<file path="src/rtl/cipher_pipe_stream.sv">
// cipher_pipe_stream: stall-capable Feistel-style block-cipher pipeline for the
// 64-bit packet datapath. The design has NUM_ROUNDS round stages and one output
// register, and every stage advances on a single global enable. Header words ride
// through the same stages unchanged, so word order and latency stay the same for
// header and payload words.
//
// Handshake (valid/ready): a word moves on a clock edge when the source asserts
// valid (in_wr / out_wr) and the sink asserts ready (in_rdy / out_rdy) in the same
// cycle. A source that has raised valid holds the word steady until that edge.
//
// Key updates are deferred: key_wr parks key_in in a pending buffer and blocks
// new input until the pipe is empty. Only then does the pending value replace the
// live key register, so each in-flight word finishes under the key it entered with.
module cipher_pipe_stream #(
  parameter int NUM_ROUNDS = 5,
  parameter int CTRL_W     = 8,
  parameter int CNT_W      = 32
) (
  input  logic                    clk,
  input  logic                    reset_n,
  input  logic [63:0]             in_data,
  input  logic [CTRL_W-1:0]       in_ctrl,
  input  logic                    in_wr,
  output logic                    in_rdy,
  input  logic                    inside_payload,
  input  logic                    mode,
  input  logic [16*NUM_ROUNDS-1:0] key_in,
  input  logic                    key_wr,
  output logic                    key_busy,
  output logic [63:0]             out_data,
  output logic [CTRL_W-1:0]       out_ctrl,
  output logic                    out_wr,
  input  logic                    out_rdy,
  output logic [CNT_W-1:0]        payload_cnt
);

  // f(x,k) = rotl16(x + k, 5)
  function automatic logic [15:0] f_mix(input logic [15:0] x, input logic [15:0] k);
    logic [15:0] s;
    s = x + k;
    return {s[10:0], s[15:11]};
  endfunction

  // One round on lanes {d3,d2,d1,d0}. Encrypt and decrypt are exact inverses,
  // so a decrypt pass that uses the reversed key order undoes an encrypt pass.
  function automatic logic [63:0] round_fn(input logic [63:0] d, input logic [15:0] k,
                                           input logic enc);
    logic [15:0] d0, d1, d2, d3;
    d0 = d[15:0];
    d1 = d[31:16];
    d2 = d[47:32];
    d3 = d[63:48];
    if (enc) return {d0 ^ f_mix(d1, k), d3, d2, d1};
    else     return {d2, d1, d0, d3 ^ f_mix(d0, k)};
  endfunction

  logic [16*NUM_ROUNDS-1:0] key_q, key_pend_q;
  logic                     busy_q;

  logic [63:0]       dat_q [NUM_ROUNDS];
  logic [63:0]       dat_d [NUM_ROUNDS];
  logic [CTRL_W-1:0] ctl_q [NUM_ROUNDS];
  logic [CTRL_W-1:0] ctl_d [NUM_ROUNDS];
  logic [NUM_ROUNDS-1:0] vld_q, vld_d;
  logic [NUM_ROUNDS-1:0] pay_q, pay_d;
  logic [NUM_ROUNDS-1:0] md_q, md_d;

  logic [63:0]       out_data_q;
  logic [CTRL_W-1:0] out_ctrl_q;
  logic              out_wr_q;
  logic [CNT_W-1:0]  cnt_q;

  logic              en;
  logic              take;
  logic              pipe_empty;
  logic [15:0]       rk;

  assign en         = !out_wr_q || out_rdy;
  assign in_rdy     = en && !busy_q && !key_wr;
  assign take       = in_wr && in_rdy;
  assign pipe_empty = (vld_q == '0) && !out_wr_q;

  assign key_busy    = busy_q;
  assign out_data    = out_data_q;
  assign out_ctrl    = out_ctrl_q;
  assign out_wr      = out_wr_q;
  assign payload_cnt = cnt_q;

  // Next-state for the round stages: stage s applies round s to what enters it,
  // choosing the key slice by the word's own mode (forward or reversed order).
  always_comb begin
    rk = mode ? key_q[15:0] : key_q[16*(NUM_ROUNDS-1) +: 16];
    dat_d[0] = inside_payload ? round_fn(in_data, rk, mode) : in_data;
    ctl_d[0] = in_ctrl;
    vld_d    = '0;
    pay_d    = '0;
    md_d     = '0;
    vld_d[0] = take;
    pay_d[0] = inside_payload;
    md_d[0]  = mode;
    for (int s = 1; s < NUM_ROUNDS; s++) begin
      rk = md_q[s-1] ? key_q[16*s +: 16] : key_q[16*(NUM_ROUNDS-1-s) +: 16];
      dat_d[s] = pay_q[s-1] ? round_fn(dat_q[s-1], rk, md_q[s-1]) : dat_q[s-1];
      ctl_d[s] = ctl_q[s-1];
      vld_d[s] = vld_q[s-1];
      pay_d[s] = pay_q[s-1];
      md_d[s]  = md_q[s-1];
    end
  end

  // Round-stage and output registers: all advance together on en, all hold otherwise.
  always_ff @(posedge clk) begin
    if (!reset_n) begin
      for (int s = 0; s < NUM_ROUNDS; s++) begin
        dat_q[s] <= '0;
        ctl_q[s] <= '0;
      end
      vld_q      <= '0;
      pay_q      <= '0;
      md_q       <= '0;
      out_data_q <= '0;
      out_ctrl_q <= '0;
      out_wr_q   <= 1'b0;
    end else if (en) begin
      for (int s = 0; s < NUM_ROUNDS; s++) begin
        dat_q[s] <= dat_d[s];
        ctl_q[s] <= ctl_d[s];
      end
      vld_q      <= vld_d;
      pay_q      <= pay_d;
      md_q       <= md_d;
      out_data_q <= dat_q[NUM_ROUNDS-1];
      out_ctrl_q <= ctl_q[NUM_ROUNDS-1];
      out_wr_q   <= vld_q[NUM_ROUNDS-1];
    end
  end

  // Key update: a new request always refreshes the pending buffer. The live key
  // changes only once the pipe is empty and no fresh request arrives in that cycle.
  always_ff @(posedge clk) begin
    if (!reset_n) begin
      key_q      <= '0;
      key_pend_q <= '0;
      busy_q     <= 1'b0;
    end else if (key_wr) begin
      key_pend_q <= key_in;
      busy_q     <= 1'b1;
    end else if (busy_q && pipe_empty) begin
      key_q  <= key_pend_q;
      busy_q <= 1'b0;
    end
  end

  // Payload word counter, counted at input acceptance and wrapping freely.
  always_ff @(posedge clk) begin
    if (!reset_n)                     cnt_q <= '0;
    else if (take && inside_payload)  cnt_q <= cnt_q + CNT_W'(1);
  end

endmodule

</file>
<file path="config.mk">
export PLATFORM = sky130hd
export DESIGN_NAME = cipher_pipe_stream
export DESIGN_NICKNAME = d
export VERILOG_FILES = /design/src/rtl/cipher_pipe_stream.sv
export SDC_FILE = /design/constraint.sdc
export NUM_CORES = 2
export LEC_CHECK = 0
export CAP_MARGIN = 25
export CORE_MARGIN = 3
export CORE_UTILIZATION = 50
export DETAILED_ROUTE_END_ITERATION = 7
export GPL_TIMING_DRIVEN = 0
export PLACE_DENSITY = 0.72
export SLEW_MARGIN = 20
export SYNTH_ARGS = -nofsm -noshare
export SYNTH_HDL_FRONTEND = slang
export SYNTH_SLANG_ARGS = --single-unit
</file>
<file path="constraint.sdc">
create_clock -name clk -period 11 [get_ports clk]
set_clock_uncertainty 0.05 [all_clocks]
set_input_delay 2.2 -clock clk [delete_from_list [all_inputs] [get_ports clk]]
set_output_delay 2.2 -clock clk [all_outputs]
set_load 0.02 [all_outputs]
</file>
== Yosys cells after proc, flatten, opt, wreduce, memory -nomap -nowiden ==
Memory sizes are Yosys's and may differ from the RTL's. A register that Yosys moved wholly into a read port is not among the register bits.
Index checks and enable logic that the tools add are counted.

* Reductions and logical operators: 15
* $add $sub $neg: 11
* Bitwise gates (word level): 21
* Multiplexer cells: 30

{| class="wikitable"
|+ Operator list
! operator !! count
|-
| 2-to-1 mux 64 bit || 15
|-
| adder 16 bit || 10
|-
| XOR 16 bit || 10
|-
| 2-to-1 mux 16 bit || 4
|-
| 2-to-1 mux 8 bit || 5
|-
| adder 32 x 1 -> 32 bit, second input constant || 1
|-
| bitwise OR 1 bit || 10
|-
| logical AND 1 bit || 6
|-
| 2-to-1 mux 1 bit || 6
|-
| zero test 1 bit || 5
|-
| zero test 5 bit || 1
|-
| AND reduction 2 bit || 1
|-
| nonzero test 2 bit || 1
|-
| logical OR 1 bit || 1
|-
| NOT 1 bit || 1
|}

* Memories: 2
* Input bits: 159
* Output and inout port bits: 107
* Logic and storage cells: 87
* Bits in registers: 207
* Memory bits (writable): 360

{| class="wikitable"
|+ Memories
! name !! depth !! width !! read ports !! clocked after Yosys merged registers in !! write ports !! line !! source
|-
| dat_q || 5 || 64 || 5 || 1 || 5 || 60 || <nowiki>logic [63:0] dat_q [NUM_ROUNDS];</nowiki>
|-
| ctl_q || 5 || 8 || 5 || 1 || 5 || 62 || <nowiki>logic [CTRL_W-1:0] ctl_q [NUM_ROUNDS];</nowiki>
|}

== Depth between registers and ports, before layout ==
* Depth in word-level cells: 6
* Gate-level depth with buffers: 15
* Mapped depth without buffers: 12

== Worst setup path before layout ==
No wires, ideal clock.

* Path kind: input -> register
* From: in out_rdy
* To: mem ctl_q[0][0] (enable)
* Data arrival time: 8755 ps
* Stages on the path: 4
* Required time: 8307 ps
* Path buffers: 2
* Library setup time: 2643 ps
* Slack: -447 ps
* Path through: nor2b_1 -> clkbuf_1 -> clkbuf_1 -> nand2_1

{| class="wikitable"
|+ RTL lines
! what !! line !! source
|-
| start, declared || 33 || <nowiki>input logic out_rdy,</nowiki>
|-
| end, declared || 62 ||
|}

== Final worst setup path ==
* From: in out_rdy
* To: out in_rdy

* Word-level cells in the longest chain between the ends: 3

{| class="wikitable"
|+ RTL lines
! what !! line !! source
|-
| logical OR 1 bit || 78 || <nowiki>assign en = !out_wr_q || out_rdy;</nowiki>
|-
| logical AND 1 bit (2 in a row) || 79 || <nowiki>assign in_rdy = en && !busy_q && !key_wr;</nowiki>
|-
| end, declared || 24 || <nowiki>output logic in_rdy,</nowiki>
|}

No other way between the ends.

==> impl_metrics.ini <==
[yosys]
synth_top_family_by_area = compound AO/OA/AOI/OAI gates
synth_area_um2 = 37800
synth-simple-area-share_pct = 14.1
synth_area_leaders = edfxtp_1 (29%), dfxtp_1 (15%), mux2i_1 (8.4%), xnor2_1 (5.7%), ha_1 (5.0%)
avgSynthCellArea_um2 = 9.75
synth-xor-area-share_pct = 7.34
synth_top_area_share_pct = 28.6
synth_edf_count = 360
yosysMostFrequentCell = nand2_1
synth_compound_area_share_pct = 16.5
synthMuxAreaShare_pct = 10.3
synth_cell_type_count = 79
ys_warn_count = 0
synth_top_area_cell = edfxtp_1
synth_fp_nets = 4198
synth_flop_cell = edfxtp_1
synthTopCellsByCount = nand2_1 (446), edfxtp_1 (360), nor2_1 (350)
yosysSeqAreaShare_pct = 43.3
synthAdderAreaFrac_pct = 5.52
ys_seq_elements = 639
async_flop_share_pct = 0
syn_inst = 3878

[timing]
finalSetupTns_ps = 0
max_clock_freq_mhz = 146
relSlewSlack_pct = 22.3
rsz0062_at_grt = no
min_period_over_period_pct = 62.2
setup_viol = 0
hold_violations = 0
maxSlewViolCount = 0
worst_pin_slew_ps = 1170
layout_min_cycle_time_ps = 6850

[layout]
utilization_pct = 59.2
drive_above_1_share_pct = 5.02
areaGrowthSynthToFinish_pct = 16.9
nNetsFinal = 4541

[critical_path]
required_ps = 8750
worstPathArrival_ps = 4600
crit_path_end_kind = output pin
critPathMaxFanout = 10
critPathLaunchType = input pin
worst-setup-path-type = in -> out

[global_routing]
grt_pass1_wl_um = 209000
track_usage_pct = 36.3
first_global_vias = 30478
grt_overflow_total = 0
grt_start_max_net_pins = 105
antenna_found_initial = 9

[pwr]
p_int_w = 0.00437
power_frac_seq_pct = 46.1
leakage_nw = 17.1
p_sw_share_pct = 27.5
clockPowerShare_pct = 40.5
switchingPower_w = 0.00166
peakVddDrop_mv = 0.0998
powerDensity_nw_per_um2 = 136
pwr-share-comb_pct = 13.4

[routing]
routed_wl_um = 146000
avgRoutedWirePerCell_um = 27.8
drc = 0
vias = 32535
via_per_inst = 6.19
postRouteAntennaNets = 0
firstDrtPassIters = 6
drtIter0Drc = 3738

[job]
maxCapViolations = 0

[floorplan]
die_h_um = 281
rows = 100
die_area_um2 = 79000
core_um2 = 74700
start_util_pct = 50.6
io_pins = 266
die_w_um = 281

[clock_tree]
htree_levels = 3
clk_latency_ps = 640
cts_hold_buf = 0
cts_max_path_buffers = 3
clkTransAtPathRegs_ps = 60
post_cts_resized = 0
cts_root_buffer = clkbuf_16
cts_buffers = 71
cts_tree = yes
post_cts_buffers = 0
clock-sinks = 639

[hold_path]
hold_path_class = reg -> reg

[placed_design]
dp_hpwl_um = 116000
place_congestion = 1.01
io_buffers = 263

[status]
status = finished, final reports clean
## worst paths after layout
check / from / slack [ps] / depth (start not counted) / to
worst max register to register: md_q[2] / 5240 / 14 / dat_q[3][51]
worst min-delay path: out_data[42] / 410 / 2 / out_data[42]
worst min register to register: out_data[42] / 410 / 2 / out_data[42]
worst max-delay path: out_rdy / 4150 / 6 / in_rdy
## per-layer routing
layer,share of wire [%],vias to the layer above,global-route usage (%)
met5,0.0089,-,0
met4,5.5,2,17.5
met3,9.1,399,6.60
met2,44,1769,55.3
met1,42,15668,50.0
li1,-,14697,-
## placed cells by master, fill, tap and decap left out, drive strengths merged, types with 52 or more instances in the layout
cell type      netlist  layout
nand2              446     446
edfxtp             360     360
nor2               350     350
mux2i              318     318
clkbuf             209     297
dfxtp              279     279
clkdlybuf4s50        0     263
xnor2              245     245
a211oi             199     199
a21oi              187     187
a21boi             174     174
ha                 151     151
o21ai              130     130
nor2b              104     104
xor2                72      72
mux2                65      65
a21o                65      65
and3                64      64
inv                 43      52
## kinds of logic after synthesis
family,after synthesis
xor+xnor,317
mux,383
simple gates,1159
fa+ha+maj,161
flops,639
compound gates,931
buf+inv,288
## power by group through the flow
stage                     clock (W)  sequential, W  combinational [W]
after floorplan                   0        0.00274           0.000499
after global placement            0        0.00282           0.000778
after detailed placement          0        0.00282           0.000786
after CTS                   0.00246        0.00277           0.000790
after global routing        0.00256        0.00278           0.000862
final                       0.00244        0.00278           0.000809
## through the flow
stage / setup slack (ps) / total power (W) / hold WS (ps) / cell area (um2) / std cells
6_report: 4150 / 0.00602 / 408 / 44200 / 5254
5_1_grt: 4020 / 0.00619 / 427 / 44200 / 5252
4_1_cts: 4090 / 0.00602 / 413 / 44200 / 5248
3_5_place_dp: 4000 / 0.00361 / 404 / 41800 / 5117
3_3_place_gp: 356 / 0.00360 / 398 / 41700 / 5110
2_1_floorplan: 3220 / 0.00324 / 390 / 37800 / 3878
## area by class of cell
type                            count  area, um2
Fill cell                        6539      30500
Clock buffer                       88       1900
Tap cell                          969       1210
Antenna cell                        6       15.0
Inverter                           44        165
Multi-Input combinational cell   2951      20400
Clock inverter                     43        472
Buffer                            244        926
Sequential cell                   639      16400
Timing Repair Buffer              270       2760
## state kept, by name (all words and copies together) (netlist names)
name         flops
key_pend_q      80
key_busy         1
pay_q            4
out_wr           1
dat_q          320
key_q           80
vld_q            5
out_ctrl         8
out_data        64
md_q             4
ctl_q           40
payload_cnt     32
## worst max-delay path, cell delays in order
cell and delay (ps):
clkdlybuf4s50_1 440, nor2b_1 120, clkbuf_1 590, clkbuf_1 560, nor3_1 100, clkdlybuf4s50_1 570
No activity file was read; power rests on OpenSTA's default activity.
